File: src/rtl/elevator_disp_pkg.sv
// ---------------------------------------------------------------------------
// elevator_disp_pkg
// Shared constants for the elevator display driver: controller state and
// floor codes, active-high seven-segment glyphs (gfedcba) and small helpers
// that map the controller codes onto glyphs.
// ---------------------------------------------------------------------------
package elevator_disp_pkg;

    localparam int NUM_DIGITS = 4;

    typedef logic [6:0] glyph_t;

    // Controller state codes (code 3 is invalid)
    localparam logic [1:0] ST_IDLE = 2'd0;
    localparam logic [1:0] ST_UP   = 2'd1;
    localparam logic [1:0] ST_DOWN = 2'd2;

    // Controller floor codes (codes 0 and 3 are invalid)
    localparam logic [1:0] FL_1 = 2'd1;
    localparam logic [1:0] FL_2 = 2'd2;

    // Active-high glyphs, bit order gfedcba
    localparam glyph_t GLYPH_1     = 7'h06;
    localparam glyph_t GLYPH_2     = 7'h5B;
    localparam glyph_t GLYPH_U     = 7'h3E;
    localparam glyph_t GLYPH_D     = 7'h5E;
    localparam glyph_t GLYPH_DASH  = 7'h40;
    localparam glyph_t GLYPH_F     = 7'h71;
    localparam glyph_t GLYPH_O_UP  = 7'h3F;
    localparam glyph_t GLYPH_O_LO  = 7'h5C;
    localparam glyph_t GLYPH_N     = 7'h54;
    localparam glyph_t GLYPH_E     = 7'h79;
    localparam glyph_t GLYPH_BLANK = 7'h00;

    // Glyph for the controller state code; anything unknown reads as 'E'
    function automatic glyph_t state_glyph(input logic [1:0] code);
        glyph_t g;
        case (code)
            ST_IDLE: g = GLYPH_DASH;
            ST_UP:   g = GLYPH_U;
            ST_DOWN: g = GLYPH_D;
            default: g = GLYPH_E;
        endcase
        return g;
    endfunction

    // Glyph for the controller floor code; anything unknown reads as 'E'
    function automatic glyph_t floor_glyph(input logic [1:0] code);
        glyph_t g;
        case (code)
            FL_1:    g = GLYPH_1;
            FL_2:    g = GLYPH_2;
            default: g = GLYPH_E;
        endcase
        return g;
    endfunction

endpackage

File: src/rtl/elevator_disp_driver_scan.sv
// ---------------------------------------------------------------------------
// seven_seg_scan
// Time-multiplexes four active-high glyphs onto a common-anode display.
// Each digit stays selected for SCAN_TICKS clocks, index order 0,1,2,3.
// Ports:
//   clk, rst_n        clock, asynchronous active-low reset
//   i_glyph0..3       active-high glyphs for digits 0 (right) .. 3 (left)
//   o_seg_n           registered active-low segments {dp,g,f,e,d,c,b,a}
//   o_an_n            registered active-low digit enables, one-hot low
// ---------------------------------------------------------------------------
module seven_seg_scan
    import elevator_disp_pkg::*;
#(
    parameter int SCAN_TICKS = 50_000
) (
    input  logic       clk,
    input  logic       rst_n,
    input  logic [6:0] i_glyph0,
    input  logic [6:0] i_glyph1,
    input  logic [6:0] i_glyph2,
    input  logic [6:0] i_glyph3,
    output logic [7:0] o_seg_n,
    output logic [3:0] o_an_n
);

    localparam int                SCAN_W    = (SCAN_TICKS > 1) ? $clog2(SCAN_TICKS) : 1;
    localparam logic [SCAN_W-1:0] SCAN_LAST = SCAN_W'(SCAN_TICKS - 1);
    localparam logic [SCAN_W-1:0] SCAN_ONE  = SCAN_W'(1);

    logic [SCAN_W-1:0] r_scan_cnt;
    logic [1:0]        r_digit_idx;
    logic [6:0]        w_glyph;
    logic [3:0]        w_an_n;
    logic [7:0]        r_seg_n;
    logic [3:0]        r_an_n;

    // Scan counter and digit index; index advances on the terminal count
    always_ff @(posedge clk or negedge rst_n) begin
        if (!rst_n) begin
            r_scan_cnt  <= {SCAN_W{1'b0}};
            r_digit_idx <= 2'd0;
        end else if (r_scan_cnt == SCAN_LAST) begin
            r_scan_cnt  <= {SCAN_W{1'b0}};
            r_digit_idx <= r_digit_idx + 2'd1;
        end else begin
            r_scan_cnt  <= r_scan_cnt + SCAN_ONE;
            r_digit_idx <= r_digit_idx;
        end
    end

    // Glyph and anode pattern for the currently selected digit
    always_comb begin
        w_glyph = GLYPH_BLANK;
        w_an_n  = 4'b1111;
        case (r_digit_idx)
            2'd0: begin w_glyph = i_glyph0; w_an_n = 4'b1110; end
            2'd1: begin w_glyph = i_glyph1; w_an_n = 4'b1101; end
            2'd2: begin w_glyph = i_glyph2; w_an_n = 4'b1011; end
            2'd3: begin w_glyph = i_glyph3; w_an_n = 4'b0111; end
            default: begin w_glyph = GLYPH_BLANK; w_an_n = 4'b1111; end
        endcase
    end

    // Output register; dp is never lit
    always_ff @(posedge clk or negedge rst_n) begin
        if (!rst_n) begin
            r_seg_n <= 8'hFF;
            r_an_n  <= 4'hF;
        end else begin
            r_seg_n <= {1'b1, ~w_glyph};
            r_an_n  <= w_an_n;
        end
    end

    assign o_seg_n = r_seg_n;
    assign o_an_n  = r_an_n;

endmodule

File: src/rtl/elevator_disp_driver.sv
// ---------------------------------------------------------------------------
// elevator_disp_driver
// Display-side consumer of the elevator controller display interface.
// Picks one of three screens ("OFF", a timed "on" banner, or the
// state/floor readout with a blinking moving-state glyph) and hands the
// four glyphs to seven_seg_scan for multiplexed common-anode drive.
// Ports:
//   clk, rst_n            clock, asynchronous active-low reset
//   disp_state_code[1:0]  0 IDLE, 1 UP, 2 DOWN, 3 invalid
//   disp_floor_code[1:0]  1 floor 1, 2 floor 2, 0/3 invalid
//   disp_show_on_pulse    one-cycle request to show "on"
//   disp_off_en           level, 1 shows "OFF" (highest priority)
//   seg_n[7:0]            active-low segments {dp,g,f,e,d,c,b,a}
//   an_n[3:0]             active-low digit enables, an_n[3] leftmost
// ---------------------------------------------------------------------------
module elevator_disp_driver
    import elevator_disp_pkg::*;
#(
    parameter int CLK_FREQ_HZ = 50_000_000,
    parameter int SCAN_TICKS  = 50_000,
    parameter int ON_TICKS    = CLK_FREQ_HZ,
    parameter int BLINK_TICKS = CLK_FREQ_HZ / 4
) (
    input  logic       clk,
    input  logic       rst_n,
    input  logic [1:0] disp_state_code,
    input  logic [1:0] disp_floor_code,
    input  logic       disp_show_on_pulse,
    input  logic       disp_off_en,
    output logic [7:0] seg_n,
    output logic [3:0] an_n
);

    localparam int                 ON_W       = $clog2(ON_TICKS + 1);
    localparam logic [ON_W-1:0]    ON_LOAD    = ON_W'(ON_TICKS);
    localparam logic [ON_W-1:0]    ON_ONE     = ON_W'(1);
    localparam int                 BLINK_W    = (BLINK_TICKS > 1) ? $clog2(BLINK_TICKS) : 1;
    localparam logic [BLINK_W-1:0] BLINK_LAST = BLINK_W'(BLINK_TICKS - 1);
    localparam logic [BLINK_W-1:0] BLINK_ONE  = BLINK_W'(1);

    logic [ON_W-1:0]    r_on_cnt;
    logic [BLINK_W-1:0] r_blink_cnt;
    logic               r_blink_phase;
    logic               w_banner;
    logic               w_moving;
    glyph_t             w_d0;
    glyph_t             w_d1;
    glyph_t             w_d2;
    glyph_t             w_d3;

    // On-banner hold timer: off clears (and swallows a pulse), pulse reloads,
    // otherwise count down and rest at zero
    always_ff @(posedge clk or negedge rst_n) begin
        if (!rst_n) begin
            r_on_cnt <= {ON_W{1'b0}};
        end else if (disp_off_en) begin
            r_on_cnt <= {ON_W{1'b0}};
        end else if (disp_show_on_pulse) begin
            r_on_cnt <= ON_LOAD;
        end else if (r_on_cnt != {ON_W{1'b0}}) begin
            r_on_cnt <= r_on_cnt - ON_ONE;
        end else begin
            r_on_cnt <= r_on_cnt;
        end
    end

    // Free-running blink timebase, independent of mode and state
    always_ff @(posedge clk or negedge rst_n) begin
        if (!rst_n) begin
            r_blink_cnt   <= {BLINK_W{1'b0}};
            r_blink_phase <= 1'b0;
        end else if (r_blink_cnt == BLINK_LAST) begin
            r_blink_cnt   <= {BLINK_W{1'b0}};
            r_blink_phase <= ~r_blink_phase;
        end else begin
            r_blink_cnt   <= r_blink_cnt + BLINK_ONE;
            r_blink_phase <= r_blink_phase;
        end
    end

    assign w_banner = (r_on_cnt != {ON_W{1'b0}});
    assign w_moving = (disp_state_code == ST_UP) || (disp_state_code == ST_DOWN);

    // Screen selection, OFF > banner > normal readout
    always_comb begin
        w_d3 = GLYPH_BLANK;
        w_d2 = GLYPH_BLANK;
        w_d1 = GLYPH_BLANK;
        w_d0 = GLYPH_BLANK;
        if (disp_off_en) begin
            w_d3 = GLYPH_O_UP;
            w_d2 = GLYPH_F;
            w_d1 = GLYPH_F;
            w_d0 = GLYPH_BLANK;
        end else if (w_banner) begin
            w_d3 = GLYPH_O_LO;
            w_d2 = GLYPH_N;
            w_d1 = GLYPH_BLANK;
            w_d0 = GLYPH_BLANK;
        end else begin
            // Only the moving states blink; IDLE and invalid stay steady
            if (w_moving && r_blink_phase) begin
                w_d3 = GLYPH_BLANK;
            end else begin
                w_d3 = state_glyph(disp_state_code);
            end
            w_d2 = GLYPH_BLANK;
            w_d1 = GLYPH_F;
            w_d0 = floor_glyph(disp_floor_code);
        end
    end

    seven_seg_scan #(
        .SCAN_TICKS (SCAN_TICKS)
    ) u_scan (
        .clk      (clk),
        .rst_n    (rst_n),
        .i_glyph0 (w_d0),
        .i_glyph1 (w_d1),
        .i_glyph2 (w_d2),
        .i_glyph3 (w_d3),
        .o_seg_n  (seg_n),
        .o_an_n   (an_n)
    );

endmodule
File: config.mk
export PLATFORM = sky130hd
export DESIGN_NAME = elevator_disp_driver
export DESIGN_NICKNAME = d
export VERILOG_FILES = /design/src/rtl/elevator_disp_pkg.sv /design/src/rtl/elevator_disp_driver_scan.sv /design/src/rtl/elevator_disp_driver.sv
export SDC_FILE = /design/constraint.sdc
export NUM_CORES = 1
export LEC_CHECK = 0
export ABC_CLOCK_PERIOD_IN_PS = 2450
export CORE_UTILIZATION = 40
export DETAILED_ROUTE_END_ITERATION = 8
export HOLD_SLACK_MARGIN = 0.05
export PLACE_DENSITY_LB_ADDON = 0.1
export SYNTH_ARGS = -nofsm -noshare
export SYNTH_HDL_FRONTEND = slang
export SYNTH_HIERARCHICAL = 1
export SYNTH_SLANG_ARGS = --single-unit
File: constraint.sdc
create_clock -name clk -period 2.45 [get_ports clk]
set_input_delay 0.3675 -clock clk [delete_from_list [all_inputs] [get_ports clk]]
set_output_delay 0.3675 -clock clk [all_outputs]
set_load 0.01 [all_outputs]
# Word level (Yosys, flattened, before mapping)
# Index checks and enable logic that the tools add are counted.
# word_totals
register_bits,80
input_bits,8
out_inout_bits,12
elab_cells,46
# classes
addsub,4
eq_ne,9
n_mux,18
bitwise_logic,2
n_reduce_logical,6
# op_table
operator,n
26-bit two-way mux,3
7-bit two-way mux,9
7-bit one-hot mux with 4 select lines,1
26-bit nonzero test,1
"26-bit by 1-bit subtractor with 26-bit output, second input constant",1
"24-bit by 1-bit adder with 24-bit output, second input constant",1
"24-bit equality test, second input constant",1
24-bit two-way mux,1
7-bit one-hot mux with 3 select lines,1
"16-bit by 1-bit adder with 16-bit output, second input constant",1
"16-bit equality test, second input constant",1
16-bit two-way mux,1
4-bit one-hot mux with 4 select lines,1
7-bit one-hot mux with 2 select lines,1
"2-bit equality test, second input constant",4
7-bit inverter,1
"2-bit by 1-bit equality test with 1-bit output, second input constant",3
2-bit zero test,2
3-bit nonzero test,1
"2-bit by 1-bit adder with 2-bit output, second input constant",1
1-bit logical AND,1
1-bit logical OR,1
1-bit inverter,1

# Longest topological paths before layout
# Gate-level depths: netlist of the first run.
# depth
depth_word,8
ltp_mapped,11
mapped_depth_nobuf,10

# By module
# The synthesis of the first run kept the hierarchy.
# by_module_without_submodules
mod,instances,cells_per_inst,area_each_um2,seq_area_each_um2
elevator_disp_driver,1,304,2826.5,1276.2
seven_seg_scan,1,121,1341.3,739.5

# Least setup slack after synthesis of the first run
# No wires, ideal clock.
# synth_timing
path_type,reg-to-reg
startpoint,reg r_on_cnt[9]
endpoint,reg u_scan.r_seg_n[6] (netlist: u_scan/o_seg_n[6])
setup_ps,79
arrival_ps,2057
t_required_ps,2371
slack_ps,314
path_stages_with_launch,9
n_path_buf,0
synth_period_minus_slack_ps,2136
path_cell_list,dfrtp_1 > or4_4 > nor3_4 > nand3_1 > nor2_1 > inv_1 > a222oi_1 > nand2_1 > o21ai_0
# synth_via
elab_chain_cells,5
elab_cells_between_ends,11
cone_classes,9 x mux; 1 x bitwise; 1 x reduce/logical
# synth_lines
item,line,source
from (decl),elevator_disp_driver.sv:41,logic [ON_W-1:0] r_on_cnt;
from (signal assigned),elevator_disp_driver.sv:55,r_on_cnt <= {ON_W{1'b0}};
from (signal assigned),elevator_disp_driver.sv:57,r_on_cnt <= {ON_W{1'b0}};
from (signal assigned),elevator_disp_driver.sv:61,r_on_cnt <= r_on_cnt - ON_ONE;
26-bit nonzero test (*),elevator_disp_driver.sv:81,assign w_banner = (r_on_cnt != {ON_W{1'b0}});
7-bit two-way mux,elevator_disp_driver.sv:95,end else if (w_banner) begin
7-bit two-way mux,elevator_disp_driver.sv:90,if (disp_off_en) begin
7-bit one-hot mux with 4 select lines (*),elevator_disp_driver_scan.sv:55,case (r_digit_idx)
7-bit inverter (*),elevator_disp_driver_scan.sv:70,"r_seg_n <= {1'b1, ~w_glyph};"
to (signal assigned),elevator_disp_driver_scan.sv:70,
to (decl),elevator_disp_driver_scan.sv:34,logic [7:0] r_seg_n;
# Every way passes the cells marked *; elsewhere a longest branch is shown, timed or not.
# A chain may end at the register's enable or synchronous reset.

# Final worst setup path of the first run
# layout_timing
startpoint,reg r_on_cnt[9]
endpoint,reg u_scan.r_seg_n[1] (netlist: u_scan/o_seg_n[1])
# layout_via
elab_chain_cells,5
elab_cells_between_ends,7
cone_classes,5 x mux; 1 x bitwise; 1 x reduce/logical
# layout_lines
item,line,source
26-bit nonzero test,elevator_disp_driver.sv:81,
7-bit two-way mux,elevator_disp_driver.sv:95,
7-bit two-way mux,elevator_disp_driver.sv:90,
named net w_d3[1],elevator_disp_driver.sv:49,glyph_t w_d3;
7-bit one-hot mux with 4 select lines,elevator_disp_driver_scan.sv:55,
7-bit inverter,elevator_disp_driver_scan.sv:70,
# The timed path passes the listed nets, and every way through them passes these cells.

==> results of run 1 <==
[layer usage]
layer  global-route usage (%)  routed length [um]  vias to the layer above
li1                         -                   -                     1586
met1                     21.7                4080                     1550
met2                     29.0                4100                       48
met3                     3.95                 246                        4
met4                     4.08                  53                        0
met5                        0                   0                        -
[cell families (layout without fill, tap and decap cells)]
kind of cell | after synthesis | after routing
simple gates | 186 | 186
mux | 1 | 1
fa+ha+maj | 14 | 14
compound gates | 68 | 68
flops | 80 | 80
xor+xnor | 40 | 40
other cells | 2 | 6
buf+inv | 34 | 72
[power by group]
group          switching, mW  internal, mW
logic                  0.184         0.138
clock network          0.495         0.580
registers             0.0457          1.35
total                  0.725          2.07
[what timing repair did]
| item | in CTS | in global routing |
|---|---|---|
| hold endpoints to repair | 24 | 0 |
| hold buffers | 1 | 0 |
| setup endpoints to repair | 0 | 1 |
| gates resized for setup | 0 | 2 |
[area by class of cell]
type                    instances  share of cell area (%)
clock buffers                  10                    2.64
clock inverters                 6                    1.89
inverters                      21                    1.63
multi-input cells             315                    42.1
flip-flops and latches         80                    41.7
well taps                     133                    3.44
repair buffers                 35                    6.63
[how the worst max path moves through the flow]
stage,from,to,slack [ps],cells after the start
2_1_floorplan,r_on_cnt[9]$_DFFE_PN0P_,u_scan/o_seg_n[6]$_DFF_PN1_,310,8
3_3_place_gp,r_on_cnt[9]$_DFFE_PN0P_,u_scan/o_seg_n[6]$_DFF_PN1_,230,8
3_5_place_dp,r_on_cnt[8]$_DFFE_PN0P_,u_scan/o_seg_n[6]$_DFF_PN1_,220,8
4_1_cts,r_on_cnt[9]$_DFFE_PN0P_,u_scan/o_seg_n[6]$_DFF_PN1_,180,8
5_1_grt,r_on_cnt[9]$_DFFE_PN0P_,u_scan/o_seg_n[1]$_DFF_PN1_,40,8
6_report,r_on_cnt[9]$_DFFE_PN0P_,u_scan/o_seg_n[1]$_DFF_PN1_,240,8
[stage by stage]
step | std cells | power (mW)
after floorplan | 429 | 1.62
after global placement | 583 | 1.74
after detailed placement | 583 | 1.75
after CTS | 600 | 2.84
after global routing | 600 | 2.94
final | 600 | 2.80
[state kept, by name (all words and copies together) (netlist names)]
name and cells:
u_scan/o_seg_n 7, r_blink_cnt 24, u_scan/o_an_n 4, u_scan/r_digit_idx 2, u_scan/r_scan_cnt 16, r_blink_phase 1
r_on_cnt 26
[placed cells by master (no fill, tap or decap), types with 3 or more instances in the layout]
cell	Yosys	layout
and3_1	4	4
xnor2_1	19	19
o41ai_1	3	3
a21oi_1	13	13
a31oi_1	5	5
nor2_1	41	40
xor2_1	21	21
ha_1	14	14
a222oi_1	7	7
dfrtp_1	69	69
clkdlybuf4s50_1	0	17
o31ai_1	5	5
nor3_1	10	10
inv_1	21	21
buf_4	1	16
nor4_1	8	8
nor4_2	3	3
o21ai_0	25	25
or3_1	12	12
or4_1	5	5
clkbuf_8	0	9
conb_1	2	6
nand3_1	23	23
dfstp_2	11	11
nand4_1	15	15
and2_1	5	5
nand2_1	36	36
[critical path: stages (launching register included)]
cell and delay, ps:
dfrtp_1 440, or4_4 570, nor3_4 140, buf_4 170, nand3_1 240, o31ai_1 300, a222oi_1 100, nand2_1 90
o21ai_0 80
==> results.json, run 1 <==
{
  "finalSetupTns_ps": 0,
  "slew_violations": 0,
  "die_x_um": 104,
  "hpwlAfterDp_um": 5870,
  "tritoncts": "built",
  "timing.final.ws_setup_ps": 244,
  "cts_setup_buffers": 0,
  "worstHoldPathType": "flop to flop",
  "grt_usage_pct": 17.0,
  "start_kind": "flop",
  "nNetsFinal": 484,
  "cts-htree-levels": 3,
  "multi_input_comb_area_um2": 2030,
  "worst_clock_skew_ps": 13.3,
  "fin_util_pct": 48.6,
  "relSlewSlack_pct": 61.2,
  "synthFlopType": "dfrtp_1",
  "pre_cts_ws_ps": 224,
  "drt-wirelength-per-cell_um": 14.1,
  "status": "complete, no violations",
  "synthMuxAreaShare_pct": 0.240,
  "synth_top_family_by_area": "simple AND/OR/NAND/NOR gates",
  "timing.fmax_mhz": 453,
  "drc": 0,
  "ys_seq_area_share_pct": 48.4,
  "postPlaceCellArea_um2": 4600,
  "yosys_warnings": 6,
  "grt.overflow.total": 0,
  "period_needed_ps": 2210,
  "firstDrtPassIters": 5,
  "hold_slack_ps": 487,
  "portBuffers": 18,
  "clk_pin_slew_ps": 80,
  "antenna_found_initial": 0,
  "design_area_um2": 4830,
  "fill_cells": 950,
  "cts_made_buffers": 9,
  "tightest_slew_ps": 578,
  "drv_cap": 0,
  "synthXorXnorAreaFrac_pct": 8.41,
  "syn_area_per_cell_um2": 9.81,
  "cp_max_fo": 7,
  "worstReg2RegEnd": "u_scan/o_seg_n[1]$_DFF_PN1_",
  "grt_max_degree": 46,
  "cts_buffer_depth": 2,
  "synthAdderAreaFrac_pct": 4.20,
  "hp-start": "r_blink_cnt[0]$_DFF_PN0_",
  "io_pins": 20,
  "synthToLayoutAreaGrowth_pct": 16.0,
  "vias": 3188,
  "synth_common_cells": "dfrtp_1, nor2_1, nand2_1",
  "wl_um": 8480,
  "cp.arrival_ps": 2470,
  "drive_gt1_share_pct": 12.8,
  "start_util_pct": 41.9,
  "clk_latency_ps": 350,
  "reg2reg_from": "r_on_cnt[9]$_DFFE_PN0P_",
  "holdPathEnd": "r_blink_cnt[0]$_DFF_PN0_",
  "synth_seq_cells": 80,
  "powerDensity_nw_per_um2": 579,
  "ys_async_sr_fraction_pct": 100,
  "fin_crit_sh_pct": 90.0,
  "synth-compound-area-share_pct": 10.4,
  "die_y_um": 104,
  "avgViaCountPerCell": 5.31,
  "finalHoldViolCount": 0,
  "grt_pass1_wl_um": 14800,
  "synth.distinct_cells": 53,
  "ff_latch_area_um2": 2020,
  "synth_top_cell_area_share_pct": 41.4,
  "holdPathStages": 1,
  "rows": 36,
  "detail-route-antenna-nets": 0,
  "cts-root-buf": "clkbuf_8",
  "ys_top_cells_by_area": "dfrtp_1, dfstp_2, xor2_1",
  "coreArea_um2": 9950,
  "synth_simple_gate_area_share_pct": 24.9,
  "rrSetupSlack_ps": 240,
  "synth_edf_count": 0,
  "drtIter0Drc": 137,
  "synth_top_area_cell": "dfrtp_1",
  "grt_pass1_vias": 3178,
  "p_leak_nw": 2.10,
  "synthCells": 425,
  "n_antenna_cell": 0,
  "netlist_area_um2": 4170,
  "dieArea_um2": 10800,
  "cts.sinks": 80,
  "worst_ir_drop_vdd_mv": 0.301,
  "gp_congestion": 0.835,
  "setup_viol": 0,
  "rsz0062_at_grt": "no",
  "yosysMostFrequentCell": "dfrtp_1",
  "required_ps": 2710,
  "rr_worst_depth": 8,
  "path_class": "flop to flop",
  "cp-end-kind": "flop"
}
(Power assumes the default switching activity.)
==> run 2, diff against run 1 <==
- ABC_AREA: unset -> 1
- ABC_CLOCK_PERIOD_IN_PS: 2450 -> 2200
- CTS_CLUSTER_SIZE: unset -> 8
- clock period: 2.45 -> 2.2 ns (I/O delays scaled with it)
==> results.json, run 2 <==
{
  "status": "finished, violations left",
  "failed_checks": "DRC",
  "synthToLayoutAreaGrowth_pct": 14.7,
  "drt-wirelength-per-cell_um": 12.6,
  "nNetsFinal": 718,
  "vias": 4159,
  "cp-end-kind": "flop",
  "regMostFlops": "r_on_cnt",
  "antenna_found_initial": 0,
  "grtUsageMet2_pct": 29.8,
  "coreArea_um2": 11600,
  "fin_util_pct": 48.0,
  "grt_pass1_wl_um": 19000,
  "clk_pin_slew_ps": 70,
  "synth_simple_gate_area_share_pct": 36.3,
  "drv_cap": 0,
  "use_met1_pct": 25.1,
  "p_int_mw": 2.59,
  "grt_pass1_vias": 4042,
  "share_seq_of_total_power_pct": 43.8,
  "die_x_um": 112,
  "synthMuxAreaShare_pct": 0,
  "synth.distinct_cells": 41,
  "yosys_warnings": 6,
  "finalSetupTns_ps": 0,
  "synth_common_cells": "nand2_1, nor2_1, inv_1",
  "synth_top_area_cell": "dfrtp_1",
  "netlist_area_um2": 4860,
  "wl_um": 10600,
  "powerDensity_nw_per_um2": 633,
  "synth_edf_count": 0,
  "final_cell_mix": "nand2_1, nor2_1, inv_1",
  "final_common_cell": "nand2_1",
  "period_needed_ps": 1910,
  "synth_top_cell_area_share_pct": 35.5,
  "firstDrtPassIters": 6,
  "dp_cells": 827,
  "p_sw_share_pct": 26.5,
  "cp_max_fo": 14,
  "ys_top_cells_by_area": "dfrtp_1, nand2_1, nor2_1",
  "largest_register_ffs": 26,
  "avgViaCountPerCell": 4.93,
  "finalHoldViolCount": 0,
  "portBuffers": 18,
  "ys_seq_area_share_pct": 41.5,
  "gp_congestion": 0.864,
  "slew_violations": 0,
  "clk_latency_ps": 350,
  "cts_buffer_depth": 2,
  "tightest_slew_ps": 535,
  "synth_seq_cells": 80,
  "path_class": "flop to flop",
  "stdcell_count": 844,
  "synth_top_family_by_area": "simple AND/OR/NAND/NOR gates",
  "setup_viol": 0,
  "io_pins": 20,
  "power_frac_comb_pct": 11.5,
  "largest_registers": "r_on_cnt (26), r_blink_cnt (24), u_scan/r_scan_cnt (16)",
  "drive_gt1_share_pct": 9.27,
  "die_y_um": 112,
  "cts-root-buf": "clkbuf_16",
  "rows": 39,
  "design_area_um2": 5570,
  "rsz0062_at_grt": "no",
  "ys_async_sr_fraction_pct": 100,
  "synthXorXnorAreaFrac_pct": 3.25,
  "relSlewSlack_pct": 64.4,
  "cp.arrival_ps": 2180,
  "tritoncts": "built",
  "start_kind": "flop",
  "met3_usage_pct": 4.75,
  "worstHoldPathType": "input port to async pin",
  "p_switching_mw": 0.934,
  "n_antenna_cell": 0,
  "cts.sinks": 80,
  "grt_max_degree": 42,
  "detail-route-antenna-nets": 0,
  "power.clock.fraction_pct": 44.8,
  "yosysMostFrequentCell": "nand2_1",
  "timing.fmax_mhz": 523,
  "synthAdderAreaFrac_pct": 3.61,
  "cts_made_buffers": 9,
  "syn_area_per_cell_um2": 7.31,
  "grt_usage_pct": 19.0,
  "required_ps": 2470,
  "worst_ir_drop_vdd_mv": 0.506,
  "dieArea_um2": 12600,
  "cts_resized": 0,
  "start_util_pct": 41.8,
  "synthFlopType": "dfrtp_1",
  "synthCells": 664,
  "fin_crit_sh_pct": 86.9,
  "fill_cells": 1157,
  "worst_clock_skew_ps": 9.17,
  "drtIter0Drc": 260,
  "cts-htree-levels": 3,
  "top_usage_layer": "met2",
  "synth-compound-area-share_pct": 6.93,
  "hpwlAfterDp_um": 7940,
  "p_leak_nw": 2.68,
  "drc": 2,
  "grt.overflow.total": 0,
  "postPlaceCellArea_um2": 5250
}
==> run 2: power by group through the flow <==
stage	Clock [mW]	Combinational [mW]	Sequential [mW]
2_1_floorplan	0	0.281	1.56
3_3_place_gp	0	0.399	1.57
3_5_place_dp	0	0.403	1.57
4_1_cts	1.64	0.407	1.54
5_1_grt	1.69	0.459	1.55
6_report	1.58	0.404	1.54
==> run 2: layer usage <==
layer / vias up / part of all wire, %
li1: 2156 / -
met1: 1918 / 49
met2: 70 / 45
met3: 15 / 3.8
met4: 0 / 1.6
met5: - / 0
==> run 2: final timing paths <==
path,slack (ps),to,cells after the start,startpoint
setup reg to reg,290,u_scan/o_seg_n[4]$_DFF_PN1_,9,r_on_cnt[0]$_DFFE_PN0P_
hold / removal,500,r_on_cnt[13]$_DFFE_PN0P_,2,rst_n
max in group asynchronous,1030,u_scan/o_an_n[3]$_DFF_PN1_,3,rst_n
setup / recovery,290,u_scan/o_seg_n[4]$_DFF_PN1_,9,r_on_cnt[0]$_DFFE_PN0P_
hold reg to reg,520,r_blink_cnt[0]$_DFF_PN0_,1,r_blink_cnt[0]$_DFF_PN0_
min in group clk,520,r_blink_cnt[0]$_DFF_PN0_,1,r_blink_cnt[0]$_DFF_PN0_
==> run 2: metrics by stage <==
stage               hold slack (ps)  setup slack, ps  power [mW]
global placement                353              306        1.97
global route                    544             94.3        3.70
CTS                             510              267        3.59
detailed placement              362              278        1.97
floorplan                      34.4              574        1.84
finish                          504              288        3.53
==> run 2: logic make-up (layout without fill, tap and decap cells) <==
kind of cell / Yosys count / count (layout)
XOR/XNOR: 18 / 18
other: 2 / 6
AO/OA/AOI/OAI: 55 / 55
flip-flops: 80 / 80
buffers and inverters: 102 / 135
AND/OR/NAND/NOR: 393 / 393
adder cells (fa/ha/maj): 14 / 14
==> run 2: layout make-up <==
class	instances	area, um^2	area share [%]
clock buffers	11	253	4.54
clock inverters	5	62.6	1.12
inverters	92	345	6.20
multi-input cells	486	2460	44.1
flip-flops and latches	80	2020	36.2
well taps	143	179	3.21
repair buffers	27	260	4.67
==> run 2: worst max-delay path, stage by stage, from the launching register on <==
cell      delay, ps
dfrtp_1         390
inv_1           130
ha_1            200
nand3_1          90
nor2_2          160
nand3_4         190
nor2_2          190
o211ai_1        140
a22o_1          230
o22ai_1         110
==> run 2: repair_timing <==
action | in CTS | in global routing
hold buffers | 1 | 0
hold endpoints to repair | 32 | 0
setup buffers | 0 | 0
